`src/rtl/rsa_pkg.sv`:
```
// rsa_pkg: shared types, default sizes and result-reduction helper for the
// rsa_tile_engine matrix-multiply tile.
// Optional feature macro: RSA_SAT_EN (saturating reduction instead of wrap).
package rsa_pkg;

  typedef enum logic [1:0] {
    IDLE,
    COMPUTE,
    DRAIN
  } state_t;

  localparam int unsigned X_DEF          = 3;
  localparam int unsigned N_DEF          = 4;
  localparam int unsigned Y_DEF          = 3;
  localparam int unsigned IN_LEN_DEF     = 4;
  localparam int unsigned OUT_LEN_DEF    = 8;
  localparam int unsigned ADDR_WIDTH_DEF = 4;

  // Working width of the reduction helper; any accumulator fits inside it.
  localparam int unsigned RED_W = 64;

  // Reduce a full-width signed sum to out_len bits (result in the low bits,
  // sign-extended to RED_W so the caller can truncate).
  function automatic logic signed [RED_W-1:0] reduce_sat(
    input logic signed [RED_W-1:0] v,
    input int unsigned             out_len
  );
`ifdef RSA_SAT_EN
    logic signed [RED_W-1:0] hi;
    logic signed [RED_W-1:0] lo;
    hi = $signed((RED_W'(1) << (out_len - 1)) - RED_W'(1));
    lo = -hi - $signed(RED_W'(1));
    if (v > hi) return hi;
    if (v < lo) return lo;
    return v;
`else
    return (v <<< (RED_W - out_len)) >>> (RED_W - out_len);
`endif
  endfunction

endpackage

```
`src/rtl/rsa_tile_engine_mac.sv`:
```
// rsa_mac: one signed multiply-accumulate lane.
// Ports: clk, rst (async active-high), en (step this cycle), first (load seed
// instead of running sum), seed (prior C element or 0), a/b operands,
// result_c (accumulator reduced to OUT_LEN, combinational from the register).
module rsa_mac
  import rsa_pkg::*;
#(
  parameter int unsigned IN_LEN  = IN_LEN_DEF,
  parameter int unsigned OUT_LEN = OUT_LEN_DEF,
  parameter int unsigned ACC_W   = 2 * IN_LEN_DEF + 3
) (
  input  logic                      clk,
  input  logic                      rst,
  input  logic                      en,
  input  logic                      first,
  input  logic signed [OUT_LEN-1:0] seed,
  input  logic signed [IN_LEN-1:0]  a,
  input  logic signed [IN_LEN-1:0]  b,
  output logic        [OUT_LEN-1:0] result_c
);

  logic signed [ACC_W-1:0]    acc;
  logic signed [ACC_W-1:0]    base_c;
  logic signed [2*IN_LEN-1:0] prod_c;

  // Full-precision product; the first k of a row restarts from the seed.
  always_comb begin
    prod_c = a * b;
    base_c = first ? ACC_W'(seed) : acc;
  end

  always_ff @(posedge clk or posedge rst) begin
    if (rst) acc <= '0;
    else if (en) acc <= base_c + ACC_W'(prod_c);
  end

  assign result_c = OUT_LEN'(reduce_sat(RED_W'(acc), OUT_LEN));

endmodule

```
`src/rtl/rsa_tile_engine.sv`:
```
// rsa_tile_engine: buffers A (XxN) and B (NxY) from two ready/valid streams,
// computes C = A*B (optionally + previous C) with Y MAC lanes, then streams C
// out row-major.
// Ports: clk, sys_rst (async active-high); Xin_*/Yin_* operand streams;
// SA_start/SA_acc launch; busy/done status; out_val/out_rdy/out_data result.
// Optional feature macro: RSA_SAT_EN (saturate instead of wrap on reduction).
module rsa_tile_engine
  import rsa_pkg::*;
#(
  parameter int unsigned X          = X_DEF,
  parameter int unsigned N          = N_DEF,
  parameter int unsigned Y          = Y_DEF,
  parameter int unsigned IN_LEN     = IN_LEN_DEF,
  parameter int unsigned OUT_LEN    = OUT_LEN_DEF,
  parameter int unsigned ADDR_WIDTH = ADDR_WIDTH_DEF
) (
  input  logic               clk,
  input  logic               sys_rst,
  input  logic               Xin_val,
  output logic               Xin_rdy,
  input  logic [IN_LEN-1:0]  Xin_data,
  input  logic               Yin_val,
  output logic               Yin_rdy,
  input  logic [IN_LEN-1:0]  Yin_data,
  input  logic               SA_start,
  input  logic               SA_acc,
  output logic               busy,
  output logic               done,
  output logic               out_val,
  input  logic               out_rdy,
  output logic [OUT_LEN-1:0] out_data
);

  localparam int unsigned A_SZ  = X * N;
  localparam int unsigned B_SZ  = N * Y;
  localparam int unsigned C_SZ  = X * Y;
  localparam int unsigned CNT_W = ADDR_WIDTH + 1;
  localparam int unsigned ACC_W = 2 * IN_LEN + $clog2(N) + 1;

  state_t                  state, state_d;
  logic [CNT_W-1:0]        x_cnt, y_cnt, x_cnt_d, y_cnt_d;
  logic [ADDR_WIDTH-1:0]   row, k, wr_row, out_idx, a_idx;
  logic                    wr_pend, acc_mode, c_valid;
  logic                    x_push_c, y_push_c, start_c, last_step_c, last_xfer_c;

  logic [IN_LEN-1:0]       a_buf [A_SZ];
  logic [IN_LEN-1:0]       b_buf [B_SZ];
  logic [OUT_LEN-1:0]      c_buf [C_SZ];
  logic [OUT_LEN-1:0]      lane_res [Y];

  // State register.
  always_ff @(posedge clk or posedge sys_rst) begin
    if (sys_rst) state <= IDLE;
    else state <= state_d;
  end

  // Next state, fill counts and control strobes.
  always_comb begin
    state_d     = state;
    x_cnt_d     = x_cnt;
    y_cnt_d     = y_cnt;
    x_push_c    = 1'b0;
    y_push_c    = 1'b0;
    start_c     = 1'b0;
    last_step_c = 1'b0;
    last_xfer_c = 1'b0;
    case (state)
      IDLE: begin
        x_push_c = Xin_val && Xin_rdy;
        y_push_c = Yin_val && Yin_rdy;
        if (x_push_c) x_cnt_d = x_cnt + 1'b1;
        if (y_push_c) y_cnt_d = y_cnt + 1'b1;
        if (SA_start && x_cnt == CNT_W'(A_SZ) && y_cnt == CNT_W'(B_SZ)) begin
          start_c = 1'b1;
          state_d = COMPUTE;
        end
      end
      COMPUTE: begin
        if (row == ADDR_WIDTH'(X - 1) && k == ADDR_WIDTH'(N - 1)) begin
          last_step_c = 1'b1;
          state_d     = DRAIN;
        end
      end
      DRAIN: begin
        if (out_val && out_rdy && out_idx == ADDR_WIDTH'(C_SZ - 1)) begin
          last_xfer_c = 1'b1;
          state_d     = IDLE;
          x_cnt_d     = '0;
          y_cnt_d     = '0;
        end
      end
      default: state_d = IDLE;
    endcase
  end

  // Counters, row-write pipeline and registered outputs.
  always_ff @(posedge clk or posedge sys_rst) begin
    if (sys_rst) begin
      x_cnt    <= '0;
      y_cnt    <= '0;
      row      <= '0;
      k        <= '0;
      wr_pend  <= 1'b0;
      wr_row   <= '0;
      acc_mode <= 1'b0;
      c_valid  <= 1'b0;
      out_idx  <= '0;
      Xin_rdy  <= 1'b0;
      Yin_rdy  <= 1'b0;
      busy     <= 1'b0;
      done     <= 1'b0;
      out_val  <= 1'b0;
      out_data <= '0;
    end else begin
      x_cnt   <= x_cnt_d;
      y_cnt   <= y_cnt_d;
      Xin_rdy <= (state_d == IDLE) && (x_cnt_d < CNT_W'(A_SZ));
      Yin_rdy <= (state_d == IDLE) && (y_cnt_d < CNT_W'(B_SZ));
      busy    <= (state_d != IDLE);

      if (start_c) begin
        row      <= '0;
        k        <= '0;
        acc_mode <= SA_acc;
      end else if (state == COMPUTE) begin
        if (last_step_c) begin
          row <= '0;
          k   <= '0;
        end else if (k == ADDR_WIDTH'(N - 1)) begin
          row <= row + 1'b1;
          k   <= '0;
        end else begin
          k <= k + 1'b1;
        end
      end

      // A row's accumulators are final the cycle after its last k.
      wr_pend <= (state == COMPUTE) && (k == ADDR_WIDTH'(N - 1));
      if (state == COMPUTE) wr_row <= row;
      done <= wr_pend && (wr_row == ADDR_WIDTH'(X - 1));

      if (last_xfer_c) c_valid <= 1'b1;

      // Drain starts the cycle after done; data advances only on a transfer.
      if (done) begin
        out_val  <= 1'b1;
        out_data <= c_buf[0];
        out_idx  <= '0;
      end else if (out_val && out_rdy) begin
        if (out_idx == ADDR_WIDTH'(C_SZ - 1)) begin
          out_val  <= 1'b0;
          out_data <= '0;
        end else begin
          out_idx  <= out_idx + 1'b1;
          out_data <= c_buf[out_idx + 1'b1];
        end
      end
    end
  end

  // Operand and result storage; contents are qualified by counts and c_valid.
  always_ff @(posedge clk) begin
    if (x_push_c) a_buf[x_cnt[ADDR_WIDTH-1:0]] <= Xin_data;
    if (y_push_c) b_buf[y_cnt[ADDR_WIDTH-1:0]] <= Yin_data;
    if (wr_pend) begin
      for (int unsigned j = 0; j < Y; j++) begin
        c_buf[ADDR_WIDTH'(wr_row * Y + j)] <= lane_res[j];
      end
    end
  end

  assign a_idx = ADDR_WIDTH'(row * N + k);

  for (genvar j = 0; j < Y; j++) begin : g_lane
    logic [ADDR_WIDTH-1:0] b_idx;
    logic [ADDR_WIDTH-1:0] c_idx;
    logic [OUT_LEN-1:0]    seed;

    assign b_idx = ADDR_WIDTH'(k * Y + j);
    assign c_idx = ADDR_WIDTH'(row * Y + j);
    // Prior C is only trusted after a completed drain with no reset since.
    assign seed  = (acc_mode && c_valid) ? c_buf[c_idx] : '0;

    rsa_mac #(
      .IN_LEN  (IN_LEN),
      .OUT_LEN (OUT_LEN),
      .ACC_W   (ACC_W)
    ) u_mac (
      .clk      (clk),
      .rst      (sys_rst),
      .en       (state == COMPUTE),
      .first    (k == '0),
      .seed     (seed),
      .a        (a_buf[a_idx]),
      .b        (b_buf[b_idx]),
      .result_c (lane_res[j])
    );
  end

endmodule

```
`config.mk`:
```
export PLATFORM = sky130hd
export DESIGN_NAME = rsa_tile_engine
export DESIGN_NICKNAME = d
export VERILOG_FILES = /design/src/rtl/rsa_pkg.sv /design/src/rtl/rsa_tile_engine_mac.sv /design/src/rtl/rsa_tile_engine.sv
export SDC_FILE = /design/constraint.sdc
export NUM_CORES = 1
export LEC_CHECK = 0
export CORE_MARGIN = 2
export CORE_UTILIZATION = 60
export DETAILED_ROUTE_END_ITERATION = 10
export MAX_ROUTING_LAYER = met4
export PLACE_DENSITY = 0.81
export SKIP_LAST_GASP = 1
export SLEW_MARGIN = 20
export SYNTH_ARGS = -nofsm -noshare
export SYNTH_HDL_FRONTEND = slang
export SYNTH_SLANG_ARGS = --single-unit
```
`constraint.sdc`:
```
create_clock -name clk -period 18.5 [get_ports clk]
set_input_delay 4.625 -clock clk [delete_from_list [all_inputs] [get_ports clk]]
set_output_delay 4.625 -clock clk [all_outputs]
set_load 0.02 [all_outputs]
```
==> metrics.txt <==
fill count=2048; Die Ht=171 um; first-pass GRT wire length=67600 um; post_cts resized=0; Global Route Usage Sum=0.311; DRC=0; initial drt markers=1531; Site Rows=61; Multi-input gate area=0.00922 sq mm; Seq cells post-synth=236; status=finished, final reports clean; CTS tree=yes; total gr overflow=0; clock sink count=236; CP Max Fanout=47; final WL=42500 um; endpoints failing hold=0; unrepaired setup endpoints after global routing=no; clk buf depth=3; Die Width=171 um; H-tree depth=1; Hold Path Class=reg -> reg; Syn-to-layout area delta=8.75%; critical path data arrival time=8.08 ns; clk slew on worst S/H paths=0.07 ns; Slew headroom=0.268; most frequent cell after synthesis=nand2_1; Mapped Cells=1480; final net count=1604; CTS buffer count=27; register area=0.00675 sq mm; crit path capture type=flop; number of antenna cells inserted=0; Final Setup Violations=0; vias in the first global route=12400; hold_buf cts=0; post-CTS setup buffers=0; cell taking the most area after synthesis=edfxtp_1; crit path time final=7.60 ns; crit path kind=reg -> reg; gpl congestion=0.931; antenna violations before repair=0; FFs w/ async S/R, synth=0.288; ANT nets after route=0; Syn Nets=1619; Die Area=0.0293 sq mm; I/O pin total=28; max cap viols=0; top cells by count, synth=nand2_1 (179), edfxtp_1 (168), o21ai_0 (119); wire per inst=22.8 um; TritonRoute pass-1 iters=6; largest net degree at the start of global routing=69; skew final=0.0184 ns; Unique masters post-synth=49; Worst-Margin Slew=1.09 ns; TNS Setup=0 ns; core area=0.0276 sq mm; placed wire-length estimate=30800 um; syn avg cell area=11.3 sq um; root buffer cell=clkbuf_16; Starting Density=0.607; worst skew pair latency=0.56 ns; Synth Cell Area=0.0168 sq mm; PortBufs=27; CP Launch Type=flop; Most used DFF post-synth=edfxtp_1; final worst-path cycle share=0.411; Area contributors post-synth=edfxtp_1 (30%), mux4_2 (14%), dfrtp_1 (10%); Slew Viols, Final=0; share of cells above drive strength 1=0.140; DR vias/cell=6.53; Yosys warning total=0; post-synth top area share=0.301; Vias=12200; maximum clock frequency=132 MHz; Post-synth EDFFs=168; CP required=18.98 ns; register area share after synthesis=0.402
-- worst paths after layout --
check | slack (ns) | endpoint | depth (start not counted) | startpoint
hold / removal | 0.50 | c_valid | 1 | c_valid
setup / recovery | 10.90 | g_lane[1].u_mac.acc[7] | 22 | k[0]
min in group asynchronous | 4.67 | x_cnt[1] | 3 | sys_rst
hold reg to reg | 0.50 | c_valid | 1 | c_valid
setup reg to reg | 10.90 | g_lane[1].u_mac.acc[7] | 22 | k[0]
max in group asynchronous | 13.15 | k[0] | 3 | sys_rst
-- registers in the layout, summed over array words and instances (netlist names), 2 cells and up --
name	count
k	4
c_buf	72
out_idx	4
a_buf	48
state	2
out_data	8
wr_row	4
g_lane.u_mac.acc	24
b_buf	48
y_cnt	5
x_cnt	5
row	4
-- cells in the final DEF, fill, tap and decap left out, drive strengths merged, types with 4 or more instances in the layout --
master	count
a211oi	9
a21o	10
a21oi	75
a222oi	8
and2	21
and3	11
buf	23
bufinv	5
clkbuf	32
clkdlybuf4s50	27
clkinv	9
dfrtp	68
edfxtp	168
fa	46
ha	78
inv	112
mux2	10
mux2i	108
mux4	110
nand2	179
nand2b	11
nand3	30
nand4	9
nor2	110
nor2b	8
nor3	9
nor3b	4
o211ai	5
o21ai	119
or2	5
xnor2	26
xor2	19
-- worst max-delay path, stage by stage (launching register included) --
cell      delay, ns
dfrtp_2        0.34
buf_4          0.60
clkinv_1       0.41
ha_1           0.71
buf_4          0.42
ha_1           0.35
nand2_1        0.17
xnor2_4        0.22
o21ai_0        0.69
and2_1         0.25
fa_1           0.45
fa_1           0.55
inv_1          0.06
fa_1           0.52
inv_1          0.04
ha_1           0.35
o21ai_0        0.25
o21bai_1       0.10
a21oi_1        0.19
xnor2_1        0.18
xnor2_1        0.14
a2111o_1       0.40
nand4_1        0.10
-- final cells by class --
cell class	instances	area share
clock inverter	18	0.0128
clock buffer	32	0.0392
multi-input combinational	1039	0.505
timing repair buffer	50	0.0243
inverter	111	0.0228
tap	378	0.0259
sequential	236	0.370
-- through the flow --
step | hold slack (ns) | cells | setup slack (ns) | util | cell area (sq um)
global placement | 0.473 | 1812 | 11.22 | 0.625 | 17300
floorplan | 0.434 | 1480 | 11.94 | - | 16800
detailed placement | 0.484 | 1812 | 10.91 | 0.625 | 17300
finish | 0.502 | 1864 | 10.90 | 0.660 | 18200
CTS | 0.504 | 1862 | 10.88 | 0.660 | 18200
global route | 0.545 | 1864 | 10.38 | 0.660 | 18200
-- routing by layer --
metal,wire (um),global-route usage
met5,0,-
met4,1980,0.139
met3,3580,0.0405
met2,20900,0.506
met1,16100,0.393
-- cell families after synthesis --
group,count (synthesis),synth area share
AND/OR/NAND/NOR,404,0.107
adder cells (fa/ha/maj),124,0.113
buffers and inverters,205,0.0488
AO/OA/AOI/OAI,237,0.0791
flip-flops,236,0.402
multiplexers,228,0.220
XOR/XNOR,46,0.0298
Power is left out: the tool's default activity adds up to more than one toggle a clock period on the data nets, which glitch-free logic cannot reach.
